### config.mk
export PLATFORM = sky130hd
export DESIGN_NAME = pixel_sink_flat
export DESIGN_NICKNAME = d
export VERILOG_FILES = /design/src/rtl/pixel_sink_pkg.sv /design/src/rtl/pixel_sink_if.sv /design/src/rtl/pixel_sink_fifo.sv /design/src/rtl/pixel_sink.sv /design/src/flat_wrapper.sv
export SDC_FILE = /design/constraint.sdc
export NUM_CORES = 1
export LEC_CHECK = 0
export ABC_CLOCK_PERIOD_IN_PS = 3300
export CORE_AREA = 2 2 100 102
export CTS_CLUSTER_DIAMETER = 100
export DETAILED_ROUTE_END_ITERATION = 10
export DIE_AREA = 0 0 102 104
export GPL_ROUTABILITY_DRIVEN = 0
export PLACE_DENSITY_LB_ADDON = 0.05
export REMOVE_ABC_BUFFERS = 1
export SKIP_LAST_GASP = 1
export SYNTH_ARGS = -nofsm -noshare
export SYNTH_HDL_FRONTEND = slang
export SYNTH_SLANG_ARGS = --single-unit
### constraint.sdc
create_clock -name clk -period 3.3 [get_ports clk]
set_input_delay 0.66 -clock clk [delete_from_list [all_inputs] [get_ports clk]]
set_output_delay 0.66 -clock clk [all_outputs]
set_load 0.02 [all_outputs]
### src/rtl/pixel_sink_pkg.sv
// Shared drawing constants, state encoding and screen geometry for the pixel sink.
// Latency: n/a (declarations only).
// Backpressure: n/a.
package pixel_sink_pkg;

  // Visible screen geometry and framebuffer address width
  localparam int SCREEN_W = 160;
  localparam int SCREEN_H = 120;
  localparam int ADDR_W   = 15;
  localparam int NPIX     = SCREEN_W * SCREEN_H;

  // Colour format and transparency handling
  localparam int                 COLOR_W          = 3;
  localparam logic [COLOR_W-1:0] TRANSPARENT      = 3'b000;
  localparam bit                 SKIP_TRANSPARENT = 1'b1;

  // Pixel FIFO depth (power of two)
  localparam int FIFO_DEPTH = 4;

  // Sink controller states
  typedef enum logic [1:0] {
    ST_IDLE  = 2'd0,
    ST_FLUSH = 2'd1,
    ST_CLEAR = 2'd2
  } state_t;

endpackage

### src/rtl/pixel_sink_if.sv
// Framebuffer write channel: address/colour with valid (mem_we) and ready (mem_ready).
// Latency: n/a (wires only).
// Backpressure: master holds address/data stable while mem_we && !mem_ready.
interface pixel_sink_if;
  import pixel_sink_pkg::*;

  logic [ADDR_W-1:0]  mem_address;
  logic [COLOR_W-1:0] mem_data;
  logic               mem_we;
  logic               mem_ready;

  // Pixel sink side: drives writes, observes memory readiness
  modport master (
    output mem_address,
    output mem_data,
    output mem_we,
    input  mem_ready
  );

  // Framebuffer memory side
  modport slave (
    input  mem_address,
    input  mem_data,
    input  mem_we,
    output mem_ready
  );

endinterface

### src/rtl/pixel_sink_fifo.sv
// Generic synchronous FIFO with head-of-queue output and occupancy count.
// Latency: a push is visible at o_head the cycle after it is written.
// Backpressure: push while full is dropped unless a pop happens the same cycle.
module pixel_fifo #(
  parameter int WIDTH = 18,
  parameter int DEPTH = 4
) (
  input  logic                       clk,
  input  logic                       reset_n,
  input  logic                       i_push,
  input  logic                       i_pop,
  input  logic [WIDTH-1:0]           i_dat,
  output logic [WIDTH-1:0]           o_head,
  output logic                       o_empty,
  output logic                       o_full,
  output logic [$clog2(DEPTH):0]     o_count
);

  localparam int PTR_W = $clog2(DEPTH);
  localparam int CNT_W = PTR_W + 1;

  logic [WIDTH-1:0] r_mem [DEPTH];
  logic [PTR_W-1:0] r_wr_ptr;
  logic [PTR_W-1:0] r_rd_ptr;
  logic [CNT_W-1:0] r_count;
  logic             w_pop_ok;
  logic             w_push_ok;

  assign o_empty   = (r_count == '0);
  assign o_full    = (r_count == CNT_W'(DEPTH));
  assign o_count   = r_count;
  assign o_head    = r_mem[r_rd_ptr];
  assign w_pop_ok  = i_pop && !o_empty;
  // A full FIFO still takes a push when the head leaves in the same cycle
  assign w_push_ok = i_push && (!o_full || w_pop_ok);

  // Storage write; contents need no reset since reads are gated by occupancy
  always_ff @(posedge clk) begin
    if (w_push_ok) begin
      r_mem[r_wr_ptr] <= i_dat;
    end
  end

  // Pointer and occupancy bookkeeping
  always_ff @(posedge clk or negedge reset_n) begin
    if (!reset_n) begin
      r_wr_ptr <= '0;
      r_rd_ptr <= '0;
      r_count  <= '0;
    end else begin
      if (w_push_ok) r_wr_ptr <= r_wr_ptr + 1'b1;
      if (w_pop_ok)  r_rd_ptr <= r_rd_ptr + 1'b1;
      r_count <= r_count + CNT_W'(w_push_ok) - CNT_W'(w_pop_ok);
    end
  end

endmodule

### src/rtl/pixel_sink.sv
// Clips/queues draw-engine pixels and writes them to the framebuffer; also runs ordered screen clears.
// Latency: accepted pixel appears on the write port one cycle later when the queue is empty.
// Backpressure: none to the pixel source (full queue drops and flags overflow); memory stalls via mem_ready.
module pixel_sink
  import pixel_sink_pkg::*;
(
  input  logic               clk,
  input  logic               reset_n,
  input  logic [9:0]         x,
  input  logic [9:0]         y,
  input  logic [COLOR_W-1:0] color,
  input  logic               writeEn,
  input  logic               clear_start,
  input  logic [COLOR_W-1:0] clear_color,
  pixel_sink_if.master       mem,
  output logic               busy,
  output logic               clear_done,
  output logic               overflow
);

  localparam int CNT_W = $clog2(FIFO_DEPTH) + 1;
  localparam int PIX_W = ADDR_W + COLOR_W;
  localparam logic [ADDR_W-1:0] LAST_ADDR = ADDR_W'(NPIX - 1);

  state_t             r_state;
  state_t             w_state_nxt;
  logic [ADDR_W-1:0]  r_clr_cnt;
  logic [CNT_W-1:0]   r_flush_cnt;
  logic               r_overflow;

  logic               w_accept;
  logic [ADDR_W-1:0]  w_addr;
  logic               w_pop;
  logic               w_push_ok;
  logic               w_empty;
  logic               w_full;
  logic [CNT_W-1:0]   w_count;
  logic [CNT_W-1:0]   w_count_after;
  logic [PIX_W-1:0]   w_head;
  logic               w_clear_go;

  // On-screen, non-transparent pixels only; comparisons are unsigned 10-bit
  assign w_accept = writeEn
                 && (x < 10'(SCREEN_W))
                 && (y < 10'(SCREEN_H))
                 && !(SKIP_TRANSPARENT && (color == TRANSPARENT));

  // Linear address: 20-bit product keeps the full row offset before truncation
  assign w_addr = ADDR_W'(({10'd0, y} * 20'(SCREEN_W)) + {10'd0, x});

  // The queue only drains outside the clear sweep
  assign w_pop         = (r_state != ST_CLEAR) && !w_empty && mem.mem_ready;
  assign w_push_ok     = w_accept && (!w_full || w_pop);
  assign w_count_after = w_count + CNT_W'(w_push_ok) - CNT_W'(w_pop);
  assign w_clear_go    = (r_state == ST_IDLE) && clear_start;
  assign overflow      = r_overflow;

  pixel_fifo #(
    .WIDTH (PIX_W),
    .DEPTH (FIFO_DEPTH)
  ) u_fifo (
    .clk     (clk),
    .reset_n (reset_n),
    .i_push  (w_accept),
    .i_pop   (w_pop),
    .i_dat   ({w_addr, color}),
    .o_head  (w_head),
    .o_empty (w_empty),
    .o_full  (w_full),
    .o_count (w_count)
  );

  // State register
  always_ff @(posedge clk or negedge reset_n) begin
    if (!reset_n) begin
      r_state <= ST_IDLE;
    end else begin
      r_state <= w_state_nxt;
    end
  end

  // Next state and write-port outputs; the port reads zero whenever mem_we is low
  always_comb begin
    w_state_nxt     = r_state;
    mem.mem_we      = 1'b0;
    mem.mem_address = '0;
    mem.mem_data    = '0;
    busy            = 1'b0;
    clear_done      = 1'b0;
    case (r_state)
      ST_IDLE: begin
        if (!w_empty) begin
          mem.mem_we      = 1'b1;
          mem.mem_address = w_head[PIX_W-1:COLOR_W];
          mem.mem_data    = w_head[COLOR_W-1:0];
        end
        if (clear_start) begin
          w_state_nxt = (w_count_after != '0) ? ST_FLUSH : ST_CLEAR;
        end
      end
      ST_FLUSH: begin
        busy = 1'b1;
        if (!w_empty) begin
          mem.mem_we      = 1'b1;
          mem.mem_address = w_head[PIX_W-1:COLOR_W];
          mem.mem_data    = w_head[COLOR_W-1:0];
        end
        if (w_pop && (r_flush_cnt == CNT_W'(1))) begin
          w_state_nxt = ST_CLEAR;
        end
      end
      ST_CLEAR: begin
        busy            = 1'b1;
        mem.mem_we      = 1'b1;
        mem.mem_address = r_clr_cnt;
        mem.mem_data    = clear_color;
        if (mem.mem_ready && (r_clr_cnt == LAST_ADDR)) begin
          clear_done  = 1'b1;
          w_state_nxt = ST_IDLE;
        end
      end
      default: begin
        w_state_nxt = ST_IDLE;
      end
    endcase
  end

  // Count of pixels that must drain before the sweep: snapshot on clear, decrement per pop
  always_ff @(posedge clk or negedge reset_n) begin
    if (!reset_n) begin
      r_flush_cnt <= '0;
    end else if (w_clear_go) begin
      r_flush_cnt <= w_count_after;
    end else if ((r_state == ST_FLUSH) && w_pop) begin
      r_flush_cnt <= r_flush_cnt - 1'b1;
    end
  end

  // Clear sweep address, advanced on each accepted beat and wrapped after the last pixel
  always_ff @(posedge clk or negedge reset_n) begin
    if (!reset_n) begin
      r_clr_cnt <= '0;
    end else if ((r_state == ST_CLEAR) && mem.mem_ready) begin
      if (r_clr_cnt == LAST_ADDR) begin
        r_clr_cnt <= '0;
      end else begin
        r_clr_cnt <= r_clr_cnt + 1'b1;
      end
    end
  end

  // Sticky overflow: a new drop wins over a simultaneous clear request
  always_ff @(posedge clk or negedge reset_n) begin
    if (!reset_n) begin
      r_overflow <= 1'b0;
    end else if (w_accept && w_full && !w_pop) begin
      r_overflow <= 1'b1;
    end else if (w_clear_go) begin
      r_overflow <= 1'b0;
    end
  end

endmodule

### src/flat_wrapper.sv
// flat-port wrapper written by rule: the top's interface ports become plain ports
module pixel_sink_flat import pixel_sink_pkg::*;
  (clk, reset_n, x, y, color, writeEn, clear_start, clear_color, busy, clear_done, overflow, mem_mem_address, mem_mem_data, mem_mem_we, mem_mem_ready);
  pixel_sink_if mem_i ();
  input  logic clk;
  input  logic reset_n;
  input  logic [9:0] x;
  input  logic [9:0] y;
  input  logic [COLOR_W-1:0] color;
  input  logic writeEn;
  input  logic clear_start;
  input  logic [COLOR_W-1:0] clear_color;
  output logic busy;
  output logic clear_done;
  output logic overflow;
  output wire logic [$bits(mem_i.mem_address)-1:0] mem_mem_address;
  output wire logic [$bits(mem_i.mem_data)-1:0] mem_mem_data;
  output wire logic [$bits(mem_i.mem_we)-1:0] mem_mem_we;
  input wire logic [$bits(mem_i.mem_ready)-1:0] mem_mem_ready;
  assign mem_mem_address = mem_i.mem_address;
  assign mem_mem_data = mem_i.mem_data;
  assign mem_mem_we = mem_i.mem_we;
  assign mem_i.mem_ready = mem_mem_ready;
  pixel_sink u_core (.clk(clk), .reset_n(reset_n), .x(x), .y(y), .color(color), .writeEn(writeEn), .clear_start(clear_start), .clear_color(clear_color), .mem(mem_i), .busy(busy), .clear_done(clear_done), .overflow(overflow));
endmodule
==> results.cfg, run 1 <==
[status]
status = completed

[floorplan]
start_util_pct = 53.3
die_height_um = 104
fp.dieW_um = 102
pin_count = 53
core_um2 = 9550
die_area_um2 = 10600
row_count = 36

[timing]
finalCritPeriodShare_pct = 98.6
worst_pin_slew_ns = 0.614
holdWs_ns = 0.499
clock_skew_ns = 0.00942
relSlewSlack_pct = 58.5
setup_viol = 0
drv_slew = 0
period_minus_slack_ns = 3.25
hold_violations = 0
max_clock_freq_ghz = 0.307
rsz0062_at_grt = true

[synthesis]
synth_fa_ha_area_share_pct = 9.69
yosys_warnings = 0
synthArstFlopShare_pct = 28.0
synthFlopType = edfxtp_1
synth.area.mux_share_pct = 8.39
syn_area_um2 = 5090
ys_seq_area_share_pct = 56.3
synth-simple-area-share_pct = 10.2
synth_edf_count = 72
synthCells = 378
ys_ff_latch = 100
synth_top_family_by_area = simple AND/OR/NAND/NOR gates
synth.distinct_cells = 48
synth-compound-area-share_pct = 7.18
avgSynthCellArea_um2 = 13.5
synth_xor_area_share_pct = 5.51

[routing]
via_per_inst = 5.48
via_count = 3384
drtPass1Iterations = 4
initialDrtViolationCount = 131
ant_nets = 0
drc = 0
drt-total-wl_um = 10300
wl_per_cell_um = 16.7

[setup_path]
worstPathMaxFanout = 2
worst_path_largest_cell_delay_ns = 0.43
cp.arrival_ns = 3.51
critPathRequiredTime_ns = 3.55
worstSetupPathType = input pin to flip-flop
slowest_stage = clkdlybuf4s50_1
endpoint_kind = flip-flop
start_kind = input pin
crit_chain = clkdlybuf4s50_1, o21ai_2, o311ai_4, nor4_4, and2_4, inv_4, ha_4, inv_1, ha_2, fa_2, xnor2_2, nor3_2, nor4b_2, a21oi_1, o21ai_1

[final_layout]
syn_to_final_growth_pct = 26.4
nets = 548
final_cell_mix = edfxtp_1, clkdlybuf4s50_1, buf_4
diodes = 0
drive_gt1_share_pct = 21.4
n_fill_cell = 738
mostFrequentLayoutCell = edfxtp_1

[global_route]
grt_pass1_vias = 3425
track_usage_pct = 21.1
grt_pass1_wl_um = 17100
grt.overflow.total = 0
antenna_found_initial = 0
grt_max_degree = 29

[clocking]
cts_root_buffer = clkbuf_8
cts_tree = done
clock_latency_ns = 0.36
clock-sinks = 100
cts_made_buffers = 9
hold_buffers = 0
cts_max_level = 3
cts_buffer_depth = 2
clk_pin_slew_ns = 0.09

[worst_hold_path]
hold_path.class = flip-flop to flip-flop

[power_and_ir_drop]
pwr_density_cell_nw_per_um2 = 716
ir_drop_mv = 0.345
totalPowerFinal_uw = 4600
p_leak_uw = 0.00259

[place]
port_buffers = 52
hpwlAfterDp_um = 7240

[run]
drv_cap = 0
[layer usage]
metal | share of wire (%) | vias to the layer above | global-route usage [%]
met2 | 49 | 84 | 34.3
li1 | - | 1608 | -
met4 | 1.2 | 0 | 5.24
met1 | 45 | 1682 | 29.2
met5 | 0 | - | 0
met3 | 4.9 | 10 | 4.23
[power by group]
group | switching [uW] | total (uW) | internal [uW]
Clock | 415 | 790 | 375
Combinational | 1160 | 2210 | 1060
Sequential | 102 | 1600 | 1500
Total | 1680 | 4600 | 2930
[path summary, 6_finish.rpt]
kind / endpoint / from / slack, ns / cells after the start
max: u_core.r_state[0] / x[6] / 0.05 / 15
min: u_core.overflow / u_core.overflow / 0.50 / 2
max reg2reg: u_core.r_state[0] / u_core.r_state[0] / 0.38 / 15
min reg2reg: u_core.overflow / u_core.overflow / 0.50 / 2
max in group asynchronous: u_core.overflow / reset_n / 2.34 / 2
min in group asynchronous: u_core.r_clr_cnt[1] / reset_n / 0.68 / 2
[timing repair]
| action | in CTS | in global routing |
|---|---|---|
| endpoints found under the setup margin | 3 | 12 |
| cloned | 0 | 0 |
| resized for setup | 13 | 12 |
| buffers inserted | 2 | 1 |
| pin swaps | 8 | 6 |
[cells by family after synthesis]
group | Yosys count
flops | 100
simple gates | 97
compound gates | 57
fa+ha+maj | 37
buf+inv | 35
xor+xnor | 32
mux | 20
[synthesized netlist by cell type, types with 2 or more instances]
cell type	count	share of area, %
a21o_1	2	0.30
nor2_1	40	3.0
nand3_1	10	0.98
a22oi_1	18	2.7
nand2_1	12	0.89
fa_1	4	1.6
xor2_1	12	2.1
edfxtp_1	72	42
nor3_1	3	0.30
inv_1	25	1.8
nor2b_1	2	0.25
buf_1	2	0.15
mux4_2	18	8.0
nor3_2	2	0.39
xnor2_1	20	3.4
o21bai_1	2	0.30
nand2b_1	2	0.25
o21ai_0	12	1.2
and3_1	11	1.4
dfrtp_1	28	14
nand4_1	3	0.37
ha_1	33	8.1
a21oi_1	15	1.5
buf_2	4	0.39
clkbuf_1	3	0.22
[worst max-delay path: cells and delay by family]
| kind | cells | cell delay, ns |
|---|---|---|
| AO/OA/AOI/OAI | 4 | 0.56 |
| XOR/XNOR | 1 | 0.16 |
| adder cells (fa/ha/maj) | 3 | 0.75 |
| AND/OR/NAND/NOR | 4 | 0.88 |
| buffers and inverters | 3 | 0.50 |
[per-stage QoR]
step / cell area (um^2) / setup WS [ns] / cells / util [%] / setup TNS [ns]
floorplan: 5040 / 0.0643 / 368 / - / 0
global placement: 6120 / -0.462 / 599 / 64.1 / -3.20
detailed placement: 6120 / -0.550 / 599 / 64.1 / -5.37
CTS: 6370 / -0.0172 / 617 / 66.7 / -0.0172
global route: 6430 / -0.0522 / 618 / 67.3 / -0.0885
finish: 6430 / 0.0469 / 618 / 67.3 / 0
[sequential cells by signal (all words and copies together), names as in the netlist]
signal and flops:
u_core.overflow 1, u_core.r_clr_cnt 15, u_core.r_flush_cnt 3, u_core.r_state 2, u_core.u_fifo.o_count 3, u_core.u_fifo.r_mem 72, u_core.u_fifo.r_rd_ptr 2, u_core.u_fifo.r_wr_ptr 2
[layout make-up]
class	count	area, um^2	share of cell area [%]
inverter	25	96.3	1.50
sequential	100	2860	44.5
timing repair buffer	101	941	14.6
multi-input combinational	243	2160	33.6
tap	133	166	2.59
clock inverter	5	60.1	0.934
clock buffer	11	141	2.20
Power figures use the tool's default switching activity.
==> inputs of run 2 (changes only) <==
--- a/config.mk
+++ b/config.mk
@@ -6,10 +6,10 @@
 export NUM_CORES = 1
 export LEC_CHECK = 0
 export ABC_CLOCK_PERIOD_IN_PS = 3300
-export CORE_AREA = 2 2 100 102
+export CORE_AREA = 2 2 124 126
 export CTS_CLUSTER_DIAMETER = 100
 export DETAILED_ROUTE_END_ITERATION = 10
-export DIE_AREA = 0 0 102 104
+export DIE_AREA = 0 0 126 128
 export GPL_ROUTABILITY_DRIVEN = 0
 export PLACE_DENSITY_LB_ADDON = 0.05
 export REMOVE_ABC_BUFFERS = 1
==> results.cfg, run 2 (synthesis results as in run 1) <==
[status]
status = completed

[setup_path]
r2r-start = u_core.r_state[0]
reg2reg_depth = 15
start_kind = input pin
cp.arrival_ns = 3.48
worstPathMaxFanout = 2
critPathRequiredTime_ns = 3.53
worstSetupPathType = input pin to flip-flop
r2r_end = u_core.r_state[0]
endpoint_kind = flip-flop
r2r_slack_ns = 0.25

[place]
hpwlAfterDp_um = 7900
place_inst = 655
port_buffers = 52

[final_layout]
syn_to_final_growth_pct = 30.0
final_cell_mix = edfxtp_1, clkdlybuf4s50_1, buf_4
nets = 548
drive_gt1_share_pct = 21.6
mostFrequentLayoutCell = edfxtp_1
layout.cells.non_filler = 673
largest_reg_flops = 72
reg.largest.list = u_core.u_fifo.r_mem: 72 flops, u_core.r_clr_cnt: 15 flops
regMostFlops = u_core.u_fifo.r_mem
diodes = 0

[timing]
period_minus_slack_ns = 3.25
max_clock_freq_ghz = 0.307
drv_slew = 0
worst_pin_slew_ns = 0.785
holdWs_ns = 0.489
clock_skew_ns = 0.0105
hold_violations = 0
finalCritPeriodShare_pct = 98.6
rsz0062_at_grt = true
setup_viol = 0
relSlewSlack_pct = 47.7

[global_route]
antenna_found_initial = 0
grt_max_degree = 29
track_usage_pct = 14.7
grt.overflow.total = 0
grt_pass1_vias = 3430
grt_pass1_wl_um = 18200

[power_and_ir_drop]
ir_drop_mv = 0.462
pwr_density_cell_nw_per_um2 = 756
p_leak_uw = 0.00263

[floorplan]
die_height_um = 128
pin_count = 53
row_count = 45
die_area_um2 = 16100
start_util_pct = 34.2
fp.dieW_um = 126
core_um2 = 14900

[routing]
wl_per_cell_um = 16.7
drt-total-wl_um = 11200
drtPass1Iterations = 4
via_per_inst = 4.91
initialDrtViolationCount = 127
via_count = 3304
drc = 0
ant_nets = 0

[clocking]
cts_max_level = 3
clk_pin_slew_ns = 0.07
cts_made_buffers = 9
hold_buffers = 0
clock-sinks = 100
cts_root_buffer = clkbuf_16
cts_buffer_depth = 2
clock_latency_ns = 0.34
cts_tree = done

[worst_hold_path]
min_to = u_core.overflow
hold_path.class = flip-flop to flip-flop
hold_depth = 2
holdCritStartpoint = u_core.overflow

[run]
drv_cap = 0
run 2: changes by cell type in the layout (fill, tap and decap cells not counted), moves of 2 or more:
cell,previous run,this run
inv_8,0,2
clkbuf_8,10,0
clkdlybuf4s15_1,0,2
o21ai_1,1,3
clkbuf_16,0,9
o21ai_2,2,0
clkinvlp_4,0,2
dlygate4sd2_1,5,2
clkinv_4,2,0
run 2: routing by layer:
metal / GRT usage [%] / vias up / part of all wire (%)
met1: 18.9 / 1631 / 46
met5: 0 / - / 0
li1: - / 1607 / -
met2: 25.5 / 55 / 50
met3: 2.46 / 11 / 2.7
met4: 4.65 / 0 / 1.5
run 2: critical path, stage by stage:
cell and delay [ns]:
clkdlybuf4s15_1 0.18, or4b_4 0.53, nor4_4 0.32, and2_4 0.23
inv_4 0.04, ha_4 0.25, inv_2 0.04, ha_4 0.15
fa_2 0.39, xnor2_2 0.16, nor3_2 0.24, nor4b_2 0.08
a21oi_1 0.14, o21ai_1 0.08
run 2: how the worst max path moves through the flow:
stage                                    to  from  depth (start not counted)  slack [ns]
after global routing      u_core.r_state[0]  x[6]                         15       -0.09
after detailed placement  u_core.r_state[0]  y[8]                         14       -0.61
after floorplan           u_core.r_state[0]  y[8]                         13        0.06
after global placement    u_core.r_state[0]  y[8]                         14       -0.51
final                     u_core.r_state[0]  y[9]                         14        0.05
after CTS                 u_core.r_state[0]  y[9]                         14       0.007
run 2: what timing repair did:
item | in CTS | in global routing
gates resized for setup | 23 | 5
setup endpoints to repair | 3 | 14
pin swaps | 8 | 2
setup buffers | 1 | 1
run 2: layout make-up:
type | count | area (um^2)
multi-input cells | 243 | 2150
clock inverters | 7 | 106
fillers | 1421 | 8250
clock buffers | 9 | 225
repair buffers | 101 | 941
inverters | 25 | 96.3
well taps | 188 | 235
flip-flops and latches | 100 | 2860
run 2: report_power, final:
part           internal (uW)  switching, uW
Combinational           1060           1180
Sequential              1500            106
Clock                    678            482
run 2: per-stage QoR:
step	power (uW)	TNS [ns]	setup WS, ns	util, %	cell area [um^2]
after global placement	3780	-4.28	-0.506	41.7	6200
final	5000	0	0.0455	44.5	6610
after global routing	5330	-0.0852	-0.0852	44.5	6610
after detailed placement	3800	-6.00	-0.612	41.7	6200
after CTS	5050	0	0.00684	44.3	6580
after floorplan	2900	0	0.0643	-	5040
==> edit 1: new RTL, config.mk and constraints of run 2 <==
`ADDR_W`: 15 -> 14.
--- a/src/rtl/pixel_sink_pkg.sv
+++ b/src/rtl/pixel_sink_pkg.sv
@@ -6,7 +6,7 @@
   // Visible screen geometry and framebuffer address width
   localparam int SCREEN_W = 160;
   localparam int SCREEN_H = 120;
-  localparam int ADDR_W   = 15;
+  localparam int ADDR_W   = 14;
   localparam int NPIX     = SCREEN_W * SCREEN_H;
 
   // Colour format and transparency handling
Ports: changed (resized mem_mem_address); port bits go from 53 to 52. The function was not compared with the original's and may differ.
==> edit 1 against run 2 <==
- combinational power fell by 2%
- final area fell by 4.0%
- synthesized area fell by 6.5%
- sequential cell count fell by 5
- largest cell class unchanged
- total power fell by 4.3%
- wire length fell by 4.3%
- setup slack improved by 0.12 ns
- fmax rose by 3.8%
==> edit 1: results (changes against run 2) <==
metric	value	unit	change
status	finished, final reports clean		
critPathArrivalTime	3.37	ns	-0.11 ns
reg_top3	u_core.u_fifo.r_mem (68), u_core.r_clr_cnt (14)		
ys_seq_area_share	57.11	%	+0.84 points
cts_sinks	95		-5.0%
dp_slack	-0.7249	ns	-0.1126 ns
multi_input_comb_cells	218		-10%
sw_frac_of_total	35.01	%	-0.27 points
rrSetupSlack	0.54	ns	+0.29 ns
crit_family	buffers and inverters		
dr_wl_met2	5142	um	-8.3%
relSlewSlack	62.44	%	+15 points
met3_length	299	um	+0.34%
reg2reg_depth	14		-1
hpwl	7691	um	-2.6%
sh_seq_area	42.79	%	-0.50 points
grt.met2_usage	24.00	%	-1.5 points
synth_xor_area_share	5.075	%	-0.43 points
finalClockSkew	0.009351	ns	-0.001124 ns
synth_edf_count	68		-5.6%
nNonClkInverters	26		+4.0%
placement.io_buffers	51		-1.9%
final-nonclk-buf-share	15.66	%	+1.4 points
grt_max_degree	28		-3.4%
signal_buffers	104		+3.0%
clock_buffers	10		+1
cts_resized	18		-22%
wl_per_cell	16.60	um	-0.49%
syn_inst	349		-7.7%
wl_met1	5108	um	-0.91%
-- edit 1: cell count changes after synthesis, sizes merged, moves of 4 or more --
| cell | delta |
|---|---|
| nor2 | -8 |
| and3 | -6 |
| xor2 | -5 |
| a21oi | -4 |
| buf | -4 |
| clkbuf | +4 |
| edfxtp | -4 |
-- edit 1: tightest hold or removal path, stage by stage, from the launching register on --
cell,delay (ns)
dfrtp_1,0.35
nand2_1,0.06
o21ai_0,0.07
-- edit 1: power by group through the flow --
| stage | Combinational [mW] | Sequential, mW | Clock (mW) |
|---|---|---|---|
| 2_1_floorplan | 1.21 | 1.59 | 0 |
| 3_3_place_gp | 2.14 | 1.53 | 0 |
| 3_5_place_dp | 2.14 | 1.54 | 0 |
| 4_1_cts | 2.23 | 1.52 | 1.10 |
| 5_1_grt | 2.43 | 1.53 | 1.14 |
| 6_report | 2.20 | 1.52 | 1.06 |
==> edit 2: new RTL, flow settings as in run 2 <==
Made on the original files. Reset style: synchronous (`reset_n`), changed in 5 clocked blocks.
--- a/src/rtl/pixel_sink_fifo.sv
+++ b/src/rtl/pixel_sink_fifo.sv
@@ -42,7 +42,7 @@
   end
 
   // Pointer and occupancy bookkeeping
-  always_ff @(posedge clk or negedge reset_n) begin
+  always_ff @(posedge clk) begin
     if (!reset_n) begin
       r_wr_ptr <= '0;
       r_rd_ptr <= '0;
--- a/src/rtl/pixel_sink.sv
+++ b/src/rtl/pixel_sink.sv
@@ -71,7 +71,7 @@
   );
 
   // State register
-  always_ff @(posedge clk or negedge reset_n) begin
+  always_ff @(posedge clk) begin
     if (!reset_n) begin
       r_state <= ST_IDLE;
     end else begin
@@ -126,7 +126,7 @@
   end
 
   // Count of pixels that must drain before the sweep: snapshot on clear, decrement per pop
-  always_ff @(posedge clk or negedge reset_n) begin
+  always_ff @(posedge clk) begin
     if (!reset_n) begin
       r_flush_cnt <= '0;
     end else if (w_clear_go) begin
@@ -137,7 +137,7 @@
   end
 
   // Clear sweep address, advanced on each accepted beat and wrapped after the last pixel
-  always_ff @(posedge clk or negedge reset_n) begin
+  always_ff @(posedge clk) begin
     if (!reset_n) begin
       r_clr_cnt <= '0;
     end else if ((r_state == ST_CLEAR) && mem.mem_ready) begin
@@ -150,7 +150,7 @@
   end
 
   // Sticky overflow: a new drop wins over a simultaneous clear request
-  always_ff @(posedge clk or negedge reset_n) begin
+  always_ff @(posedge clk) begin
     if (!reset_n) begin
       r_overflow <= 1'b0;
     end else if (w_accept && w_full && !w_pop) begin
Formal check against the unedited RTL: differs if reset_n is asserted again (counterexample within 4 cycles, from zero or initial values and one cycle with reset_n low); with reset_n held inactive, the same outputs for 4 cycles.
==> edit 2 against run 2 <==
- first-iteration DRC count is 88% higher
- wire length up 3.6%
- register-to-register slack lost 0.08 ns
- fmax increased by 1.2%
- count of clock-buffer cells in the layout did not move
- cell count grew 4.6%
- synthesized area is 0.42% higher
- setup slack better by 0.039 ns
- clock power shrank 6%
- final area increased by 0.98%
- global-route usage increased by 0.33 points
- total power is 7.0% lower
- sequential cell count increased by 2
- synthesized cell count grew 8.2%
- critical path type unchanged
- largest cell class unchanged
- highest routed layer unchanged
==> edit 2: results (changes against run 2) <==
metric	value	unit	change
status	finished, final reports clean		
nets	579		+5.7%
via_per_inst	4.953		+0.89%
async_reset_ff_share	0	%	-28 points
synth_top_cells_by_area	edfxtp_1, dfxtp_1, ha_1		
dpl-instance-area	6251	sq um	+0.83%
min-delay-start	u_core.r_clr_cnt[7]		
drive_gt1_share	20.16	%	-1.5 points
hpwl	8117	um	+2.8%
finalClockSkew	0.009883	ns	-0.0005911 ns
grt_max_degree	23		-21%
rrSetupSlack	0.17	ns	-0.08 ns
worstMarginPinSlew	0.5599	ns	-0.2249 ns
vdd_drop_max	0.0002972	V	-36%
fillCellCount	1400		-1.5%
holdPathEnd	u_core.r_clr_cnt[7]		
grt_usage	15.04	%	+0.33 points
ys_seq_area_share	54.08	%	-2.2 points
stdcell_count	704		+4.6%
dr.first_iter.drc_count	239		+88%
dp_slack	-0.5145	ns	+0.09783 ns
clk-insertion-delay-late	0.36	ns	+0.02 ns
routed_wirelength	11630	um	+3.6%
r2r-end	u_core.r_state[0]		
grt_pass1_wl	18470	um	+1.6%
edit 2: cell types whose count changed after synthesis, sizes merged, moves of 3 or more:
cell	delta
dfxtp	+30
dfrtp	-28
nand2	+8
and3	-6
clkbuf	+6
nor2	+6
and2	+5
a211oi	+4
or3	+4
xnor2	-4
buf	-3
edit 2: cells by family (layout without fill, tap and decap cells):
group                    count (synthesis)  in the layout  share of synthesized area (%)
flip-flops                             102            102                          54.08
AND/OR/NAND/NOR                        118            118                          11.81
XOR/XNOR                                27             27                          4.629
buffers and inverters                   38            145                          2.841
multiplexers                            21             21                          8.523
adder cells (fa/ha/maj)                 37             37                          9.650
AO/OA/AOI/OAI                           66             66                          8.474
edit 2: worst max-delay path by stage:
stage	from	endpoint	slack, ns	cells after the start
finish	x[6]	u_core.r_state[0]	0.08	13
global route	x[6]	u_core.r_state[0]	-0.04	13
CTS	y[9]	u_core.r_state[0]	0.03	13
detailed placement	y[9]	u_core.r_state[0]	-0.51	14
global placement	y[9]	u_core.r_state[0]	-0.47	14
floorplan	u_core.r_state[0]	u_core.r_state[0]	-0.47	14
edit 2: worst max-delay path: stages:
cell and delay [ns]:
clkdlybuf4s50_1 0.44, o21ai_0 0.26, nor4bb_2 0.25, buf_4 0.15
inv_1 0.03, ha_1 0.26, inv_1 0.04, ha_2 0.16
fa_2 0.35, xnor2_2 0.21, nor3_2 0.05, or4_1 0.51
a21oi_1 0.12
edit 2: layout make-up:
class | instances | area (sq um) | share of cell area, %
Timing Repair Buffer | 104 | 993.5 | 14.88
Clock inverter | 7 | 85.08 | 1.274
Multi-Input combinational cell | 269 | 2282 | 34.18
Tap cell | 188 | 235.2 | 3.523
Clock buffer | 9 | 225.2 | 3.373
Inverter | 25 | 93.84 | 1.405
Sequential cell | 102 | 2763 | 41.37
edit 2: routing by layer:
metal / GRT usage, % / part of all wire, % / vias to the layer above
met5: 0 / 0 / -
met4: 5.818 / 1.7 / 0
met3: 2.170 / 3.1 / 13
met2: 25.84 / 50 / 55
met1: 19.30 / 45 / 1702
li1: - / - / 1717
edit 2: power breakdown:
part           switching (mW)  internal [mW]
registers              0.0508           1.47
clock network           0.496          0.598
logic                    1.05          0.977
edit 2: repair_timing:
action,4_1_cts,5_1_grt
setup endpoints to repair,2,13
setup buffers,1,1
resized for setup,5,21
pin swaps,5,9
